File: config.mk
export PLATFORM = sky130hd
export DESIGN_NAME = pc_sequencer
export DESIGN_NICKNAME = d
export VERILOG_FILES = /design/src/rtl/mips_pkg.sv /design/src/rtl/pc_sequencer_next_pc_sel.sv /design/src/rtl/pc_sequencer.sv
export SDC_FILE = /design/constraint.sdc
export NUM_CORES = 1
export LEC_CHECK = 0
export BUFFER_PORTS_ARGS = -buffer_cell sky130_fd_sc_hd__buf_2
export CORE_ASPECT_RATIO = 1.4
export CORE_MARGIN = 4
export CORE_UTILIZATION = 49
export DETAILED_ROUTE_END_ITERATION = 6
export GPL_TIMING_DRIVEN = 0
export PLACE_DENSITY_LB_ADDON = 0.05
export SLEW_MARGIN = 20
export SYNTH_ARGS = -nofsm -noshare
export SYNTH_HDL_FRONTEND = slang
export SYNTH_SLANG_ARGS = --single-unit
File: constraint.sdc
create_clock -name i_clk -period 2.5 [get_ports i_clk]
set_input_delay 0.5 -clock i_clk [delete_from_list [all_inputs] [get_ports i_clk]]
set_output_delay 0.5 -clock i_clk [all_outputs]
set_load 0.01 [all_outputs]
File: src/rtl/mips_pkg.sv
// Shared MIPS-32 front-end definitions: sequencer states and fetch-path constants.
package mips_pkg;

  typedef enum logic [1:0] {
    IDLE  = 2'd0,
    FETCH = 2'd1,
    TRAP  = 2'd2
  } state_e;

  localparam int unsigned PC_INCR = 4;
  localparam int unsigned JIDX_W  = 26;

endpackage

File: src/rtl/pc_sequencer_next_pc_sel.sv
// Next-PC priority mux: jump over taken branch over sequential flow.
module pc_sequencer_next_pc_sel
  import mips_pkg::*;
#(
  parameter int WIDTH = 32
) (
  input  logic [WIDTH-1:0]  i_pc_plus4,
  input  logic              i_branch,
  input  logic              i_zero,
  input  logic [WIDTH-1:0]  i_branch_target,
  input  logic              i_jump,
  input  logic [JIDX_W-1:0] i_jump_index,
  output logic [WIDTH-1:0]  o_next_pc,
  output logic              o_misalign
);

  logic [WIDTH-1:0] w_jump_pc;

  // J-class keeps the 256 MB region of the delay-slot address.
  assign w_jump_pc = {i_pc_plus4[WIDTH-1:WIDTH-4], i_jump_index, 2'b00};

  always_comb begin
    o_next_pc = i_pc_plus4;
    if (i_jump) begin
      o_next_pc = w_jump_pc;
    end else if (i_branch && i_zero) begin
      o_next_pc = i_branch_target;
    end
  end

  assign o_misalign = (o_next_pc[1:0] != 2'b00);

endmodule

File: src/rtl/pc_sequencer.sv
// Program-counter stage: holds the PC, sequences fetch over a ready handshake,
// traps on a misaligned next-PC and counts retired instructions.
module pc_sequencer
  import mips_pkg::*;
#(
  parameter logic [31:0] RESET_PC = 32'h0000_0000,
  parameter int          WIDTH    = 32
) (
  input  logic              i_clk,
  input  logic              i_rst_n,
  input  logic              i_en,
  input  logic              i_stall,
  input  logic              i_imem_ready,
  input  logic              i_branch,
  input  logic              i_zero,
  input  logic [WIDTH-1:0]  i_branch_target,
  input  logic              i_jump,
  input  logic [JIDX_W-1:0] i_jump_index,
  output logic [WIDTH-1:0]  o_pc,
  output logic [WIDTH-1:0]  o_pc_plus4,
  output logic              o_fetch_req,
  output logic              o_misalign,
  output logic [31:0]       o_retired
);

  state_e           r_state;
  state_e           w_state_nxt;
  logic [WIDTH-1:0] r_pc;
  logic             r_fetch_req;
  logic             r_misalign;
  logic [31:0]      r_retired;

  logic [WIDTH-1:0] w_pc_plus4;
  logic [WIDTH-1:0] w_next_pc;
  logic             w_next_misalign;
  logic             w_retire;
  logic             w_pc_load;
  logic             w_trap;

  assign w_pc_plus4 = r_pc + WIDTH'(PC_INCR);

  pc_sequencer_next_pc_sel #(
    .WIDTH (WIDTH)
  ) u_next_pc_sel (
    .i_pc_plus4      (w_pc_plus4),
    .i_branch        (i_branch),
    .i_zero          (i_zero),
    .i_branch_target (i_branch_target),
    .i_jump          (i_jump),
    .i_jump_index    (i_jump_index),
    .o_next_pc       (w_next_pc),
    .o_misalign      (w_next_misalign)
  );

  // Dropping i_en outranks a retire in the same cycle.
  assign w_retire = (r_state == FETCH) && i_en && i_imem_ready && !i_stall;

  always_comb begin
    w_state_nxt = r_state;
    w_pc_load   = 1'b0;
    w_trap      = 1'b0;
    case (r_state)
      IDLE: begin
        if (i_en) begin
          w_state_nxt = FETCH;
        end
      end
      FETCH: begin
        if (!i_en) begin
          w_state_nxt = IDLE;
        end else if (w_retire) begin
          if (w_next_misalign) begin
            w_state_nxt = TRAP;
            w_trap      = 1'b1;
          end else begin
            w_pc_load = 1'b1;
          end
        end
      end
      TRAP: begin
        w_state_nxt = TRAP;
      end
      default: begin
        w_state_nxt = IDLE;
      end
    endcase
  end

  // A faulting instruction still counts as retired; only the PC freezes.
  always_ff @(posedge i_clk or negedge i_rst_n) begin
    if (!i_rst_n) begin
      r_state     <= IDLE;
      r_pc        <= RESET_PC;
      r_fetch_req <= 1'b0;
      r_misalign  <= 1'b0;
      r_retired   <= 32'd0;
    end else begin
      r_state     <= w_state_nxt;
      r_fetch_req <= (w_state_nxt == FETCH);
      if (w_pc_load) begin
        r_pc <= w_next_pc;
      end
      if (w_retire) begin
        r_retired <= r_retired + 32'd1;
      end
      if (w_trap) begin
        r_misalign <= 1'b1;
      end
    end
  end

  assign o_pc        = r_pc;
  assign o_pc_plus4  = w_pc_plus4;
  assign o_fetch_req = r_fetch_req;
  assign o_misalign  = r_misalign;
  assign o_retired   = r_retired;

endmodule

==> results_dict.tcl, run 1 <==
set metrics [dict create \
    firstDrtPassIters 5 \
    grt_first_pass_wirelength_um 21500 \
    final.period_utilization 1.02 \
    dp_hpwl_um 10100 \
    detail_route.vias_per_cell 5.80 \
    holdBufCountCts 0 \
    critical_path_endpoint_category "primary output" \
    grt.met3_usage 0.0483 \
    die_area_sq_um 10100 \
    cellLeakagePower_nw 2.88 \
    placeableCoreArea_sq_um 8250 \
    worst-endpoint-arrival_ns 2.06 \
    layout_skew_ns 0.00462 \
    gpl.final_weighted_congestion 0.909 \
    initialDrtViolationCount 238 \
    grtUsageMet2 0.489 \
    clockBufferDepth 2 \
    mappedNetlistArea_sq_um 4160 \
    vias_in_the_first_global_route 4446 \
    initial_core_utilization 0.505 \
    met1_usage 0.302 \
    worstPathRequired_ns 2.00 \
    yosys_register_bits 68 \
    detail-route-antenna-nets 0 \
    grt_util_overall 0.273 \
    drt_drc_violations_left 0 \
    net_count_synth 536 \
    worst_slack_ns -0.0589 \
    width_of_the_die_um 85.9 \
    holdWs_ns 0.0509 \
    synthesis.instances 468 \
    post_synth.cell_area_avg_sq_um 8.90 \
    clock_sink_count 68 \
    clk-insertion-delay-late_ns 0.34 \
    global_route.overflow_total 0 \
    die_h_um 117 \
    async_flop_share 1.00 \
    synthFlopType "dfrtp_1" \
    hold_violations 0 \
    power_density_nw_per_um2 650 \
    grt_max_degree 51 \
    cap_violations 0 \
    crit_type "reg2out" \
    min-delay-path-class "in2async" \
    synth.yosys.seq_area_share 0.409 \
    ys_warn_count 0 \
    layout-drive-gt1-share 0.387 \
    gr-max-usage-layer "met2" \
    area.growth.synth_to_final_pct 42.0 \
    drt-total-wl_um 14200 \
    fillers 660 \
    final_max_slew_viol_count 0 \
    timing.critical_path.from_type "flop" \
    routedWlPerCell_um 18.1 \
    cts.root.buffer_cell "clkbuf_16" \
    synth-edff-count 0 \
    tritoncts "done" \
    n_antenna_cell 0 \
    ioPinCount 164 \
    failed_checks "negative setup slack" \
    maxClockFrequency_mhz 391 \
    worst_slew_pin_slew_ns 0.838 \
    number_of_buffers_created_by_cts 9 \
    rsz0062_at_grt "yes" \
    slew_headroom 0.439 \
    pre_cts_ws_ns -0.273 \
    ir_drop_v 0.000405 \
    clkTransAtPathRegs_ns 0.06 \
    status "finished with violations" \
    period_minus_slack_ns 2.56 \
    number_of_antenna_violations_at_the_first_check_in_global_routing 0 \
    num-nets-final 748 \
    h-tree-depth 3 \
    synth_cell_types 56 \
    finalSetupViolations 4 \
    vias 4561 \
    row_count 39 \
    portBuffers 163 \
    critical_path_peak_fanout 3 \
]
## metal layers
| metal | vias to the layer above | wire length (um) | share of wire |
|---|---|---|---|
| li1 | 2113 | - | - |
| met2 | 230 | 7380 | 0.52 |
| met4 | 0 | 534 | 0.038 |
| met5 | - | 0 | 0 |
| met1 | 2168 | 5190 | 0.36 |
| met3 | 50 | 1140 | 0.080 |
## critical path, stage by stage, from the launching register on
cell and delay [ns]:
dfrtp_2 0.40, ha_4 0.17, nand3_4 0.11, nor4_4 0.34, buf_4 0.18, and4_4 0.24, xor2_1 0.14, buf_2 0.15
## path summary, 6_finish.rpt
check / from / to / slack [ns] / cells after the start
max: o_pc[3] / o_pc_plus4[30] / -0.06 / 7
min: i_rst_n / o_fetch_req / 0.05 / 1
max reg2reg: o_pc[1] / o_pc[5] / 0.16 / 6
min reg2reg: o_retired[31] / o_retired[31] / 0.46 / 1
max in group asynchronous: i_rst_n / o_pc[12] / 1.90 / 2
min in group i_clk: i_branch_target[30] / o_pc[30] / 0.42 / 3
## cells in the mapped netlist, drive strengths merged, types with 10 or more instances
| cell | number | area [sq um] |
|---|---|---|
| nand4 | 18 | 128 |
| nor3b | 10 | 75.1 |
| nor2 | 47 | 179 |
| xnor2 | 38 | 333 |
| xor2 | 21 | 184 |
| o21ai | 25 | 125 |
| a21oi | 25 | 125 |
| nand3 | 22 | 115 |
| nand2 | 54 | 203 |
| dfrtp | 68 | 1700 |
| clkbuf | 15 | 57.6 |
| nor3 | 10 | 60.1 |
## per-stage QoR
step | power, W | TNS, ns | std cells | utilization | instance area (sq um)
global placement | 0.00234 | -4.01 | 733 | 0.619 | 5110
detailed placement | 0.00237 | -4.65 | 734 | 0.623 | 5140
floorplan | 0.00191 | 0 | 468 | - | 4160
global route | 0.00401 | -0.744 | 787 | 0.717 | 5910
finish | 0.00385 | -0.106 | 787 | 0.717 | 5910
CTS | 0.00373 | 0 | 766 | 0.684 | 5640
## sequential cells by signal (all words and copies together), names as in the netlist
signal       count
o_misalign       1
r_state          2
o_retired       32
o_pc            32
o_fetch_req      1
## placed cells by master (no fill, tap or decap), types with 8 or more instances in the layout
master / instances
buf_2: 163
dfrtp_1: 56
nand2_1: 53
nor2_1: 43
buf_4: 37
xnor2_1: 35
a21oi_1: 25
o21ai_0: 24
xor2_1: 20
nand3_1: 19
nand4_1: 17
clkbuf_1: 14
dfrtp_2: 12
nor3b_1: 10
inv_1: 9
clkbuf_16: 9
o2bb2ai_1: 8
## area by class of cell
cell class	count	area, sq um	area share
Multi-Input combinational cell	367	2470	0.417
Inverter	9	33.8	0.00571
Clock inverter	4	47.5	0.00804
Clock buffer	12	256	0.0434
Timing Repair Buffer	202	1150	0.195
Sequential cell	68	1720	0.290
Buffer	23	111	0.0188
Tap cell	102	128	0.0216
## cell families after synthesis
kind of cell             count (synthesis)  share of synthesized area
adder cells (fa/ha/maj)                  2                    0.00601
multiplexers                             4                    0.00962
AO/OA/AOI/OAI                          103                      0.165
flip-flops                              68                      0.409
XOR/XNOR                                59                      0.124
buffers and inverters                   33                     0.0331
AND/OR/NAND/NOR                        199                      0.254
## what timing repair did
item                       CTS  global route
setup endpoints to repair   21            31
pin swaps                   11            14
buffers inserted            16            22
resized for setup           23            31
hold endpoints to repair     0             0
## report_power, final
part / internal (W) / switching (W)
sequential: 0.00124 / 0.000206
clock: 0.000823 / 0.000485
combinational: 0.000508 / 0.000583
total: 0.00257 / 0.00127
Power figures use the tool's default switching activity.
==> run 2: changes to the inputs <==
--- a/config.mk
+++ b/config.mk
@@ -8,5 +8,7 @@
 export BUFFER_PORTS_ARGS = -buffer_cell sky130_fd_sc_hd__buf_2
+export CELL_PAD_IN_SITES_DETAIL_PLACEMENT = 2
+export CELL_PAD_IN_SITES_GLOBAL_PLACEMENT = 2
 export CORE_ASPECT_RATIO = 1.4
 export CORE_MARGIN = 4
-export CORE_UTILIZATION = 49
+export CORE_UTILIZATION = 28
 export DETAILED_ROUTE_END_ITERATION = 6
--- a/constraint.sdc
+++ b/constraint.sdc
@@ -3,2 +3,2 @@
 set_output_delay 0.5 -clock i_clk [all_outputs]
-set_load 0.01 [all_outputs]
+set_load 0.1 [all_outputs]
==> results_dict.tcl, run 2 (synthesis gave the netlist of run 1 again) <==
set metrics [dict create \
    power.share.clock 0.230 \
    area.growth.synth_to_final_pct 71.3 \
    rsz0062_at_grt "yes" \
    failed_checks "negative setup slack" \
    number_of_antenna_violations_at_the_first_check_in_global_routing 2 \
    placeableCoreArea_sq_um 14500 \
    vias 4730 \
    critical_path.startpoint "o_pc[17]" \
    fin_area_sq_um 7130 \
    min-delay-path-class "in2async" \
    layout.cells.most_common_list "buf_2 (139), nand2_1 (50), buf_4 (43), nor2_1 (39), dfrtp_1 (39)" \
    multiInputGateArea_sq_um 2980 \
    firstDrtPassIters 4 \
    place_inst 821 \
    detail-route-antenna-nets 0 \
    critical_path_endpoint_category "primary output" \
    layout.cells.non_filler 891 \
    vias_in_the_first_global_route 5427 \
    initial_core_utilization 0.287 \
    worstPathRequired_ns 2.00 \
    drt_drc_violations_left 0 \
    ioPinCount 164 \
    clockBufferDepth 2 \
    dp_hpwl_um 13900 \
    global_route.overflow_total 0 \
    ir_drop_v 0.000597 \
    status "finished with violations" \
    final_common_cell "buf_2" \
    worst_slew_pin_slew_ns 1.03 \
    hold_violations 0 \
    crit_type "reg2out" \
    critical_path_peak_fanout 3 \
    power_frac_seq 0.250 \
    drt-total-wl_um 21300 \
    timing.rr.start "r_state[1]" \
    grt_first_pass_wirelength_um 31200 \
    clkTransAtPathRegs_ns 0.06 \
    row_count 52 \
    worst-endpoint-arrival_ns 2.30 \
    fillers 1538 \
    worst_slack_ns -0.298 \
    die_h_um 152 \
    cellLeakagePower_nw 3.25 \
    finalSetupViolations 17 \
    area.sequential_sq_um 1790 \
    period_minus_slack_ns 2.80 \
    width_of_the_die_um 111 \
    place_area_sq_um 5850 \
    detail_route.vias_per_cell 5.31 \
    grt_util_overall 0.236 \
    routedWlPerCell_um 23.9 \
    h-tree-depth 3 \
    die_area_sq_um 16900 \
    layout_skew_ns 0.0137 \
    final_max_slew_viol_count 0 \
    setup_tns_ns -2.43 \
    maxClockFrequency_mhz 357 \
    p_int_w 0.00295 \
    reg2reg_setup_slack_ns 0.15 \
    slew_headroom 0.308 \
    final.period_utilization 1.12 \
    num-nets-final 764 \
    combinationalPowerShare 0.520 \
    layout-drive-gt1-share 0.476 \
    switchingPower_w 0.00321 \
    number_of_buffers_created_by_cts 9 \
    clk-insertion-delay-late_ns 0.34 \
    power_density_nw_per_um2 864 \
    gpl.final_weighted_congestion 0.783 \
    cts.root.buffer_cell "clkbuf_16" \
    clock_sink_count 68 \
    cap_violations 0 \
    holdWs_ns 0.112 \
    portBuffers 163 \
    timing.critical_path.from_type "flop" \
    grt_max_degree 40 \
    initialDrtViolationCount 213 \
    tritoncts "done" \
    swShare 0.521 \
]
-- run 2: worst max-delay path, cell delays in order, from the launching register on --
cell	delay, ns
dfrtp_4	0.43
nand4_1	0.26
nor4_4	0.32
buf_4	0.20
buf_6	0.11
and4_4	0.26
xor2_4	0.17
buf_12	0.19
-- run 2: power groups by stage --
stage | combinational (W) | sequential, W | clock, W
after floorplan | 0.00136 | 0.00250 | 0
after global placement | 0.00275 | 0.00158 | 0
after detailed placement | 0.00278 | 0.00160 | 0
after CTS | 0.00310 | 0.00153 | 0.00144
after global routing | 0.00331 | 0.00156 | 0.00150
final | 0.00321 | 0.00154 | 0.00142
-- run 2: cell type report --
cell class / instances / share of cell area
Timing Repair Buffer: 221 / 0.237
Sequential cell: 68 / 0.250
Antenna cell: 1 / 0.000351
Clock buffer: 10 / 0.0321
Buffer: 20 / 0.0123
Tap cell: 189 / 0.0332
Multi-Input combinational cell: 367 / 0.417
Inverter: 9 / 0.00474
Clock inverter: 6 / 0.0126
-- run 2: through the flow --
stage	setup WS [ns]	utilization	total power, W
final	-0.298	0.492	0.00616
after global placement	-0.639	0.402	0.00433
after detailed placement	-0.681	0.404	0.00438
after floorplan	-0.557	-	0.00386
after global routing	-0.367	0.492	0.00637
after CTS	-0.194	0.472	0.00607
-- run 2: final timing paths --
check                                 end  cells past startpoint
setup reg to reg                 o_pc[26]                      6
max in group asynchronous        o_pc[22]                      2
setup / recovery           o_pc_plus4[30]                      7
min in group i_clk               o_pc[30]                      3
hold / removal              o_retired[16]                      1
hold reg to reg             o_retired[31]                      1
-- run 2: per-layer routing --
layer	wire (um)	vias up	track usage
met3	858	40	0.0505
met2	12200	128	0.466
met1	7650	2432	0.241
met4	587	2	0.0841
li1	-	2128	-
met5	12	-	0
-- run 2: timing repair --
item,4_1_cts,5_1_grt
hold endpoints to repair,0,0
endpoints found under the setup margin,36,25
setup buffers,42,16
hold buffers,0,0
pin swaps,20,12
gates resized for setup,97,36
gates cloned,0,0
